**src/rtl/pito_dmem_arbiter.sv**
```systemverilog
// pito_dmem_arbiter: round-robin arbiter sharing one data-memory port among NUM_REQ requesters.
// Define PITO_DMEM_ARB_LOCK_EN to compile in lock_i grant holding (up to MAX_LOCK repeats).
`ifndef PITO_DATA_MEM_ADDR_WIDTH
`define PITO_DATA_MEM_ADDR_WIDTH 12
`endif
`ifndef XPR_LEN
`define XPR_LEN 32
`endif

module pito_dmem_arbiter #(
    parameter int unsigned NUM_REQ  = 4,
    parameter int unsigned ADDR_W   = `PITO_DATA_MEM_ADDR_WIDTH,
    parameter int unsigned DATA_W   = `XPR_LEN,
    parameter int unsigned RD_LAT   = 1,
    parameter int unsigned MAX_LOCK = 4
) (
    input  logic                                clk,
    input  logic                                rst,
    input  logic [NUM_REQ-1:0]                  req_i,
    input  logic [NUM_REQ-1:0]                  we_i,
    input  logic [NUM_REQ-1:0][ADDR_W-1:0]      addr_i,
    input  logic [NUM_REQ-1:0][DATA_W-1:0]      wdata_i,
    input  logic [NUM_REQ-1:0][DATA_W/8-1:0]    be_i,
    input  logic [NUM_REQ-1:0]                  lock_i,
    output logic [NUM_REQ-1:0]                  gnt_o,
    output logic [NUM_REQ-1:0]                  rvalid_o,
    output logic [DATA_W-1:0]                   rdata_o,
    output logic                                mem_req_o,
    output logic                                mem_we_o,
    output logic [ADDR_W-1:0]                   mem_addr_o,
    output logic [DATA_W-1:0]                   mem_wdata_o,
    output logic [DATA_W/8-1:0]                 mem_be_o,
    input  logic [DATA_W-1:0]                   mem_rdata_i
);

    localparam int unsigned IDX_W = $clog2(NUM_REQ);
    localparam int unsigned BE_W  = DATA_W / 8;

    logic [IDX_W-1:0]              last_gnt_q;
    logic                          rr_found;
    logic [IDX_W-1:0]              rr_idx;
    int                            cand;
    logic [IDX_W-1:0]              cand_idx;
    logic                          lock_hit;
    logic                          gnt_valid;
    logic [IDX_W-1:0]              gnt_idx;

    logic [RD_LAT-1:0]             rsp_vld_q, rsp_vld_d;
    logic [RD_LAT-1:0][IDX_W-1:0]  rsp_idx_q, rsp_idx_d;

    // Round-robin search starting just after the last granted requester.
    always_comb begin
        rr_found = 1'b0;
        rr_idx   = '0;
        cand     = 0;
        cand_idx = '0;
        for (int i = 1; i <= int'(NUM_REQ); i++) begin
            cand = int'(last_gnt_q) + i;
            if (cand >= int'(NUM_REQ)) begin
                cand = cand - int'(NUM_REQ);
            end
            cand_idx = IDX_W'(cand);
            if (!rr_found && req_i[cand_idx]) begin
                rr_found = 1'b1;
                rr_idx   = cand_idx;
            end
        end
    end

`ifdef PITO_DMEM_ARB_LOCK_EN
    localparam int unsigned CNT_W = $clog2(MAX_LOCK + 1);

    logic             held_q;
    logic [CNT_W-1:0] lock_cnt_q;

    // held_q marks that last_gnt_q was granted in the immediately preceding cycle.
    assign lock_hit = held_q && req_i[last_gnt_q] && lock_i[last_gnt_q] &&
                      (lock_cnt_q < CNT_W'(MAX_LOCK));

    always_ff @(posedge clk or posedge rst) begin
        if (rst) begin
            held_q     <= 1'b0;
            lock_cnt_q <= '0;
        end else begin
            held_q     <= gnt_valid;
            lock_cnt_q <= lock_hit ? lock_cnt_q + 1'b1 : '0;
        end
    end
`else
    logic unused_lock;
    assign unused_lock = ^lock_i;
    assign lock_hit    = 1'b0;
`endif

    always_comb begin
        gnt_valid = 1'b0;
        gnt_idx   = '0;
        if (!rst) begin
            if (lock_hit) begin
                gnt_valid = 1'b1;
                gnt_idx   = last_gnt_q;
            end else if (rr_found) begin
                gnt_valid = 1'b1;
                gnt_idx   = rr_idx;
            end
        end
    end

    always_comb begin
        gnt_o       = '0;
        mem_req_o   = 1'b0;
        mem_we_o    = 1'b0;
        mem_addr_o  = '0;
        mem_wdata_o = '0;
        mem_be_o    = '0;
        if (gnt_valid) begin
            gnt_o       = NUM_REQ'(1) << gnt_idx;
            mem_req_o   = 1'b1;
            mem_we_o    = we_i[gnt_idx];
            mem_addr_o  = addr_i[gnt_idx];
            mem_wdata_o = wdata_i[gnt_idx];
            mem_be_o    = be_i[gnt_idx];
        end
    end

    // Every grant, read or write, travels RD_LAT stages and returns one rvalid pulse.
    if (RD_LAT > 1) begin : g_shift
        assign rsp_vld_d = {rsp_vld_q[RD_LAT-2:0], gnt_valid};
        assign rsp_idx_d = {rsp_idx_q[RD_LAT-2:0], gnt_idx};
    end else begin : g_single
        assign rsp_vld_d = gnt_valid;
        assign rsp_idx_d = gnt_idx;
    end

    always_ff @(posedge clk or posedge rst) begin
        if (rst) begin
            last_gnt_q <= IDX_W'(NUM_REQ - 1);
            rsp_vld_q  <= '0;
            rsp_idx_q  <= '0;
        end else begin
            if (gnt_valid) begin
                last_gnt_q <= gnt_idx;
            end
            rsp_vld_q <= rsp_vld_d;
            rsp_idx_q <= rsp_idx_d;
        end
    end

    always_comb begin
        rvalid_o = '0;
        rdata_o  = '0;
        if (rsp_vld_q[RD_LAT-1]) begin
            rvalid_o = NUM_REQ'(1) << rsp_idx_q[RD_LAT-1];
            rdata_o  = mem_rdata_i;
        end
    end

    logic [BE_W-1:0] unused_be_w;
    assign unused_be_w = '0;

endmodule

```
**config.mk**
```make
export PLATFORM = sky130hd
export DESIGN_NAME = pito_dmem_arbiter
export DESIGN_NICKNAME = d
export VERILOG_FILES = /design/src/rtl/pito_dmem_arbiter.sv
export SDC_FILE = /design/constraint.sdc
export NUM_CORES = 1
export LEC_CHECK = 0
export ABC_AREA = 1
export CAP_MARGIN = 10
export CORE_AREA = 4 4 127 129
export CTS_CLUSTER_SIZE = 16
export DETAILED_ROUTE_END_ITERATION = 10
export DIE_AREA = 0 0 131 133
export PLACE_DENSITY = 0.67
export RECOVER_POWER = 100
export SYNTH_ARGS = -nofsm -noshare
export SYNTH_HDL_FRONTEND = slang
export SYNTH_SLANG_ARGS = --single-unit
```
**constraint.sdc**
```tcl
create_clock -name clk -period 3 [get_ports clk]
set_input_delay 0.6 -clock clk [delete_from_list [all_inputs] [get_ports clk]]
set_output_delay 0.6 -clock clk [all_outputs]
set_load 0.1 [all_outputs]
```
==> results.json, run 1 <==
{
  "numPortBuffers": 323,
  "end_kind": "output pin",
  "gp_congestion": 0.830,
  "cts-root-buf": "clkbuf_16",
  "min-delay-path-class": "flip-flop to flip-flop",
  "synth_common_cells": "354 x nand2_1, 99 x nand4_1, 49 x a21oi_1",
  "hpwl_um": 14700,
  "whs_ps": 600,
  "layout-drive-gt1-share_pct": 34.3,
  "cp.depth": 15,
  "cp.arrival_ps": 2680,
  "rr_worst_depth": 14,
  "path_buf_inv": 5,
  "ys_warn_count": 0,
  "synth_top_family_by_area": "simple AND/OR/NAND/NOR gates",
  "cts_sinks": 5,
  "placed_cells": 1132,
  "status": "finished with violations",
  "synth_area_mm2": 0.00309,
  "rr_startpoint": "last_gnt_q[0]$_DFFE_PP1P_",
  "finalCritPeriodShare_pct": 109,
  "synth_xor_area_share_pct": 0,
  "syn_nets": 885,
  "clkTransAtPathRegs_ps": 30,
  "die_y_um": 133,
  "yosys.area_share.simple_pct": 68.0,
  "finalClockSkew_ps": 0.302,
  "crit_path_start": "last_gnt_q[0]$_DFFE_PP1P_",
  "synthArstFlopShare_pct": 100,
  "ios": 328,
  "cts_tree": "done",
  "syn2layout_area_growth_pct": 197,
  "wl_met3_um": 2270,
  "fmaxAchievable_mhz": 305,
  "drt_iter0_markers": 263,
  "grt_usage_pct": 23.2,
  "yosysUniqueCellTypes": 24,
  "die_w_um": 131,
  "antenna_found_initial": 1,
  "drtAntennaViolNets": 0,
  "crit_type": "flip-flop to output pin",
  "syn_inst": 647,
  "fin_area_mm2": 0.00915,
  "path_max_fanout": 9,
  "via_count": 5949,
  "core_area_mm2": 0.0150,
  "muxShareOfSynthArea_pct": 0,
  "critical_path.cell_chain": "buf_6 > nand2_1 > buf_4 > nand3_1 > nand2_2 > nor2_2 > nor2_2 > nand2_4 > buf_6 > bufbuf_16 > nand4_1 > nand2_1 > nand2_1 > a21oi_4 > buf_12",
  "crit_end": "mem_wdata_o[20]",
  "hold_violations": 0,
  "nets": 1245,
  "first_global_vias": 5805,
  "reg2reg_setup_slack_ps": 770,
  "met1_length_um": 8410,
  "layout.cells.non_filler": 1195,
  "synth_fa_ha_area_share_pct": 0,
  "placed_cell_area_mm2": 0.00775,
  "grt_pass1_wl_um": 31900,
  "row_count": 45,
  "ys_seq_elements": 5,
  "yosysTopAreaCellShare_pct": 43.1,
  "worst_slew_pin_slew_ps": 1260,
  "crit_family": "buffers and inverters",
  "yosysSeqAreaShare_pct": 4.14,
  "dieArea_mm2": 0.0174,
  "crit_path_frequent_cell": "nand2_1",
  "synthMostInstantiatedCell": "nand2_1",
  "ys.flop_type": "dfrtp_1",
  "numCtsBuffers": 3,
  "finalSetupViolCount": 74,
  "drtPass1Iterations": 5,
  "r2r_end": "rsp_idx_q[0]$_DFF_PP0_",
  "slew_headroom_pct": 16.1,
  "clkLatencyLatePin_ps": 230,
  "dr_wl_met2_um": 11400,
  "routed.top_layer": "met4",
  "critical_path.slowest_cell": "dfstp_2",
  "syn_avg_cell_area_um2": 4.77,
  "clk_path_buf_depth": 2,
  "cts-hold-fix-buffers": 0,
  "start_util_pct": 20.5,
  "rsz0062_at_grt": "yes",
  "routed_wl_um": 23100,
  "synth_compound_area_share_pct": 9.45,
  "ys_top_cells_by_area": "nand2_1 43%, nand4_1 20%, a21oi_1 7.9%, inv_1 5.2%, buf_6 4.4%",
  "htree_num_levels": 1,
  "max_stage_delay_ps": 590,
  "finalCriticalPeriod_ps": 3280,
  "wl_per_cell_um": 19.4,
  "slew_viol_final": 0,
  "grt_max_degree": 57,
  "viasPerCell": 4.98,
  "violations": "negative setup slack",
  "drv_cap": 0,
  "synth_edf_count": 0,
  "fin_ws_ps": -278,
  "drc": 0,
  "yosysTopAreaCell": "nand2_1",
  "crit_path_start_kind": "flip-flop",
  "crit_required_ps": 2400,
  "grt-ovfl-total": 0
}
[cells by family after synthesis]
| kind of cell | after synthesis |
|---|---|
| buf+inv | 109 |
| simple gates | 476 |
| flops | 5 |
| compound gates | 57 |
[worst min path at each step]
stage                               from                         to  slack, ps  depth (start not counted)
3_3_place_gp   last_gnt_q[1]$_DFFE_PP1P_  last_gnt_q[1]$_DFFE_PP1P_        590                          2
2_1_floorplan  last_gnt_q[1]$_DFFE_PP1P_  last_gnt_q[1]$_DFFE_PP1P_        630                          3
3_5_place_dp   last_gnt_q[1]$_DFFE_PP1P_  last_gnt_q[1]$_DFFE_PP1P_        610                          2
6_report       last_gnt_q[1]$_DFFE_PP1P_  last_gnt_q[1]$_DFFE_PP1P_        600                          2
5_1_grt        last_gnt_q[1]$_DFFE_PP1P_  last_gnt_q[1]$_DFFE_PP1P_        620                          2
4_1_cts        last_gnt_q[1]$_DFFE_PP1P_  last_gnt_q[1]$_DFFE_PP1P_        560                          2
[per-layer routing]
metal | vias up | track usage [%]
met5 | - | 0
li1 | 2836 | -
met4 | 0 | 9.49
met2 | 326 | 42.5
met1 | 2731 | 24.8
met3 | 56 | 5.85
[repair_timing]
action / in CTS / in global routing
endpoints found under the setup margin: 54 / 54
pin swaps: 33 / 46
setup buffers: 27 / 9
gates resized for setup: 80 / 82
gates cloned: 16 / 8
[worst min-delay path: cells and delay by family (launching register included)]
kind            cells  cell delay (ps)
compound gates      1              100
buf+inv             1              120
flops               1              370
[layout by cell type, fill, tap and decap left out, drive strengths merged]
cell,n
a21boi,1
a21oi,49
buf,149
bufbuf,3
clkbuf,37
clkdlybuf4s50,228
clkinv,1
clkinvlp,2
dfrtp,3
dfstp,2
diode,1
dlygate4sd2,4
dlygate4sd3,1
inv,43
nand2,361
nand3,5
nand4,99
nor2,7
nor3,4
o21ai,7
[flip-flops by register name (all words and copies together) (netlist names)]
name        cells
rsp_vld_q       1
last_gnt_q      2
rsp_idx_q       2
[area by class of cell]
class | instances | area (µm²)
flip-flops and latches | 5 | 128
repair buffers | 418 | 5250
fillers | 1328 | 5880
well taps | 188 | 235
diodes | 1 | 2.50
multi-input cells | 533 | 3270
inverters | 46 | 189
clock buffers | 4 | 78.8
[per-stage QoR]
step | util [%] | setup WS, ps | TNS [ps]
floorplan | - | -252 | -4070
global placement | 51.5 | -315 | -14250
detailed placement | 51.5 | -359 | -17340
CTS | 58.5 | -222 | -8560
global route | 60.9 | -398 | -24990
finish | 60.9 | -278 | -14090
Power of run 1 is not shown: default switching activity piles up to over one toggle a cycle in this logic, so the estimate is an artifact.
==> inputs of run 2 (changes only) <==
--- a/config.mk
+++ b/config.mk
@@ -7,11 +7,12 @@
 export LEC_CHECK = 0
 export ABC_AREA = 1
 export CAP_MARGIN = 10
-export CORE_AREA = 4 4 127 129
+export CORE_AREA = 2 2 128 130
 export CTS_CLUSTER_SIZE = 16
 export DETAILED_ROUTE_END_ITERATION = 10
-export DIE_AREA = 0 0 131 133
-export PLACE_DENSITY = 0.67
+export DIE_AREA = 0 0 130 132
+export GPL_ROUTABILITY_DRIVEN = 0
+export PLACE_DENSITY = 0.64
 export RECOVER_POWER = 100
 export SYNTH_ARGS = -nofsm -noshare
 export SYNTH_HDL_FRONTEND = slang
==> run 2 against run 1 <==
Effect of this change: the run still ends with negative setup slack left; register-to-register slack worse by 20 ps; clock skew is 2.2 ps higher; design area is 2.9% lower; fmax is 0.84% higher; sequential share of layout area hardly changed.
==> results.json, run 2 (same netlist as run 1, synthesis figures left out) <==
{
  "status": "finished with violations",
  "violations": "negative setup slack",
  "viasPerCell": 4.70,
  "hold_depth": 2,
  "core_area_mm2": 0.0157,
  "drtAntennaViolNets": 0,
  "path_max_fanout": 8,
  "clkLatencyLatePin_ps": 230,
  "routed_wl_um": 20500,
  "grt-ovfl-total": 0,
  "end_kind": "output pin",
  "cp.arrival_ps": 2650,
  "cts_tree": "done",
  "dieArea_mm2": 0.0172,
  "die_w_um": 130,
  "drt_iter0_markers": 235,
  "cts-hold-fix-buffers": 0,
  "slew_headroom_pct": 20.1,
  "grt_pass1_wl_um": 28800,
  "cts_sinks": 5,
  "via_count": 5723,
  "clk_path_buf_depth": 2,
  "cp.depth": 18,
  "drc": 0,
  "numCtsBuffers": 3,
  "multiInputGateArea_mm2": 0.00316,
  "max_stage_delay_ps": 590,
  "grt_max_degree": 34,
  "whs_ps": 598,
  "cts-root-buf": "clkbuf_16",
  "syn2layout_area_growth_pct": 188,
  "row_count": 46,
  "clkTransAtPathRegs_ps": 40,
  "finalSetupViolCount": 53,
  "grt_usage_pct": 21.1,
  "rsz0062_at_grt": "yes",
  "worst_slew_pin_slew_ps": 1200,
  "crit_type": "flip-flop to output pin",
  "slew_viol_final": 0,
  "crit_family": "simple AND/OR/NAND/NOR gates",
  "finalCritPeriodShare_pct": 108,
  "antenna_found_initial": 0,
  "path_buf_inv": 6,
  "rr_worst_depth": 15,
  "numPortBuffers": 323,
  "die_y_um": 132,
  "ios": 328,
  "layout_common_cells": "285 x nand2_1, 228 x clkdlybuf4s50_1, 99 x nand4_1",
  "htree_num_levels": 1,
  "hpwl_um": 13500,
  "final_common_cell": "nand2_1",
  "wl_per_cell_um": 16.9,
  "first_global_vias": 5392,
  "diodes": 0,
  "critical_path.slowest_cell": "dfstp_2",
  "start_util_pct": 19.6,
  "crit_path_start_kind": "flip-flop",
  "fin_ws_ps": -251,
  "hold_violations": 0,
  "layout-drive-gt1-share_pct": 30.0,
  "fillers": 1516,
  "min-delay-path-class": "flip-flop to flip-flop",
  "finalCriticalPeriod_ps": 3250,
  "finalClockSkew_ps": 2.49,
  "drv_cap": 0,
  "seq_area_um2": 128,
  "drtPass1Iterations": 6,
  "critical_path.cell_chain": "inv_4 > nand2_2 > nand2_4 > nand2_2 > nand2_4 > nor2_4 > nand2_4 > nand2_4 > nand3_4 > buf_12 > buf_12 > buf_16 > buf_12 > nand2_1 > nand2_1 > nand2_2 > a21oi_4 > buf_12",
  "nets": 1241,
  "crit_required_ps": 2400,
  "largestRegisters": "last_gnt_q: 2 flops, rsp_idx_q: 2 flops, rsp_vld_q: 1 flops",
  "fmaxAchievable_mhz": 308
}
run 2: cell types whose count changed in the layout (fill, tap and decap cells not counted), moves of 3 or more:
cell	previous run	this run
buf_4	28	32
nor3_2	4	1
buf_2	6	0
buf_16	17	11
nand2_2	92	65
nor3_1	0	3
buf_6	13	7
nand2_1	258	285
clkbuf_1	23	33
run 2: metal layers:
| layer | global-route usage, % | vias up | part of all wire [%] | routed length [µm] |
|---|---|---|---|---|
| met1 | 24.3 | 2599 | 39 | 7970 |
| met5 | 0 | - | 0 | 0 |
| li1 | - | 2823 | - | - |
| met2 | 39.8 | 273 | 51 | 10500 |
| met4 | 4.00 | 0 | 1.8 | 373 |
| met3 | 4.10 | 28 | 8.0 | 1650 |
run 2: timing repair:
item / 4_1_cts / 5_1_grt
cloned: 9 / 10
gates resized for setup: 80 / 41
endpoints found under the setup margin: 53 / 54
pin swaps: 33 / 34
setup buffers: 19 / 5
run 2: final timing paths:
path                                           start                         to  slack, ps
max                        last_gnt_q[0]$_DFFE_PP1P_             mem_wdata_o[8]       -250
min                        last_gnt_q[1]$_DFFE_PP1P_  last_gnt_q[1]$_DFFE_PP1P_        600
max reg2reg                last_gnt_q[0]$_DFFE_PP1P_  last_gnt_q[0]$_DFFE_PP1P_        750
min reg2reg                last_gnt_q[1]$_DFFE_PP1P_  last_gnt_q[1]$_DFFE_PP1P_        600
max in group asynchronous                        rst  last_gnt_q[0]$_DFFE_PP1P_       1460
min in group asynchronous                        rst     rsp_idx_q[0]$_DFF_PP0_       1220
run 2: stage by stage:
step	std cells	TNS, ps	area (µm²)	util, %	worst slack [ps]
final	1218	-9300	8890	56.6	-251
after floorplan	647	-4070	3640	-	-252
after global routing	1218	-17000	8890	56.6	-390
after global placement	1172	-14900	7850	49.9	-352
after CTS	1203	-8620	8610	54.8	-202
after detailed placement	1172	-16340	7850	49.9	-380
run 2: final cells by class:
type | instances | share of cell area [%]
repair buffers | 414 | 56.9
multi-input cells | 533 | 35.6
well taps | 216 | 3.04
inverters | 46 | 2.21
flip-flops and latches | 5 | 1.44
clock buffers | 3 | 0.845
clock inverters | 1 | 0.0563
run 2: worst min-delay path: cells and delay by family, from the launching register on:
| family | cells | cell delay (ps) |
|---|---|---|
| flops | 1 | 380 |
| buf+inv | 1 | 110 |
| compound gates | 1 | 100 |
Power of run 2 is left out for the same reason.
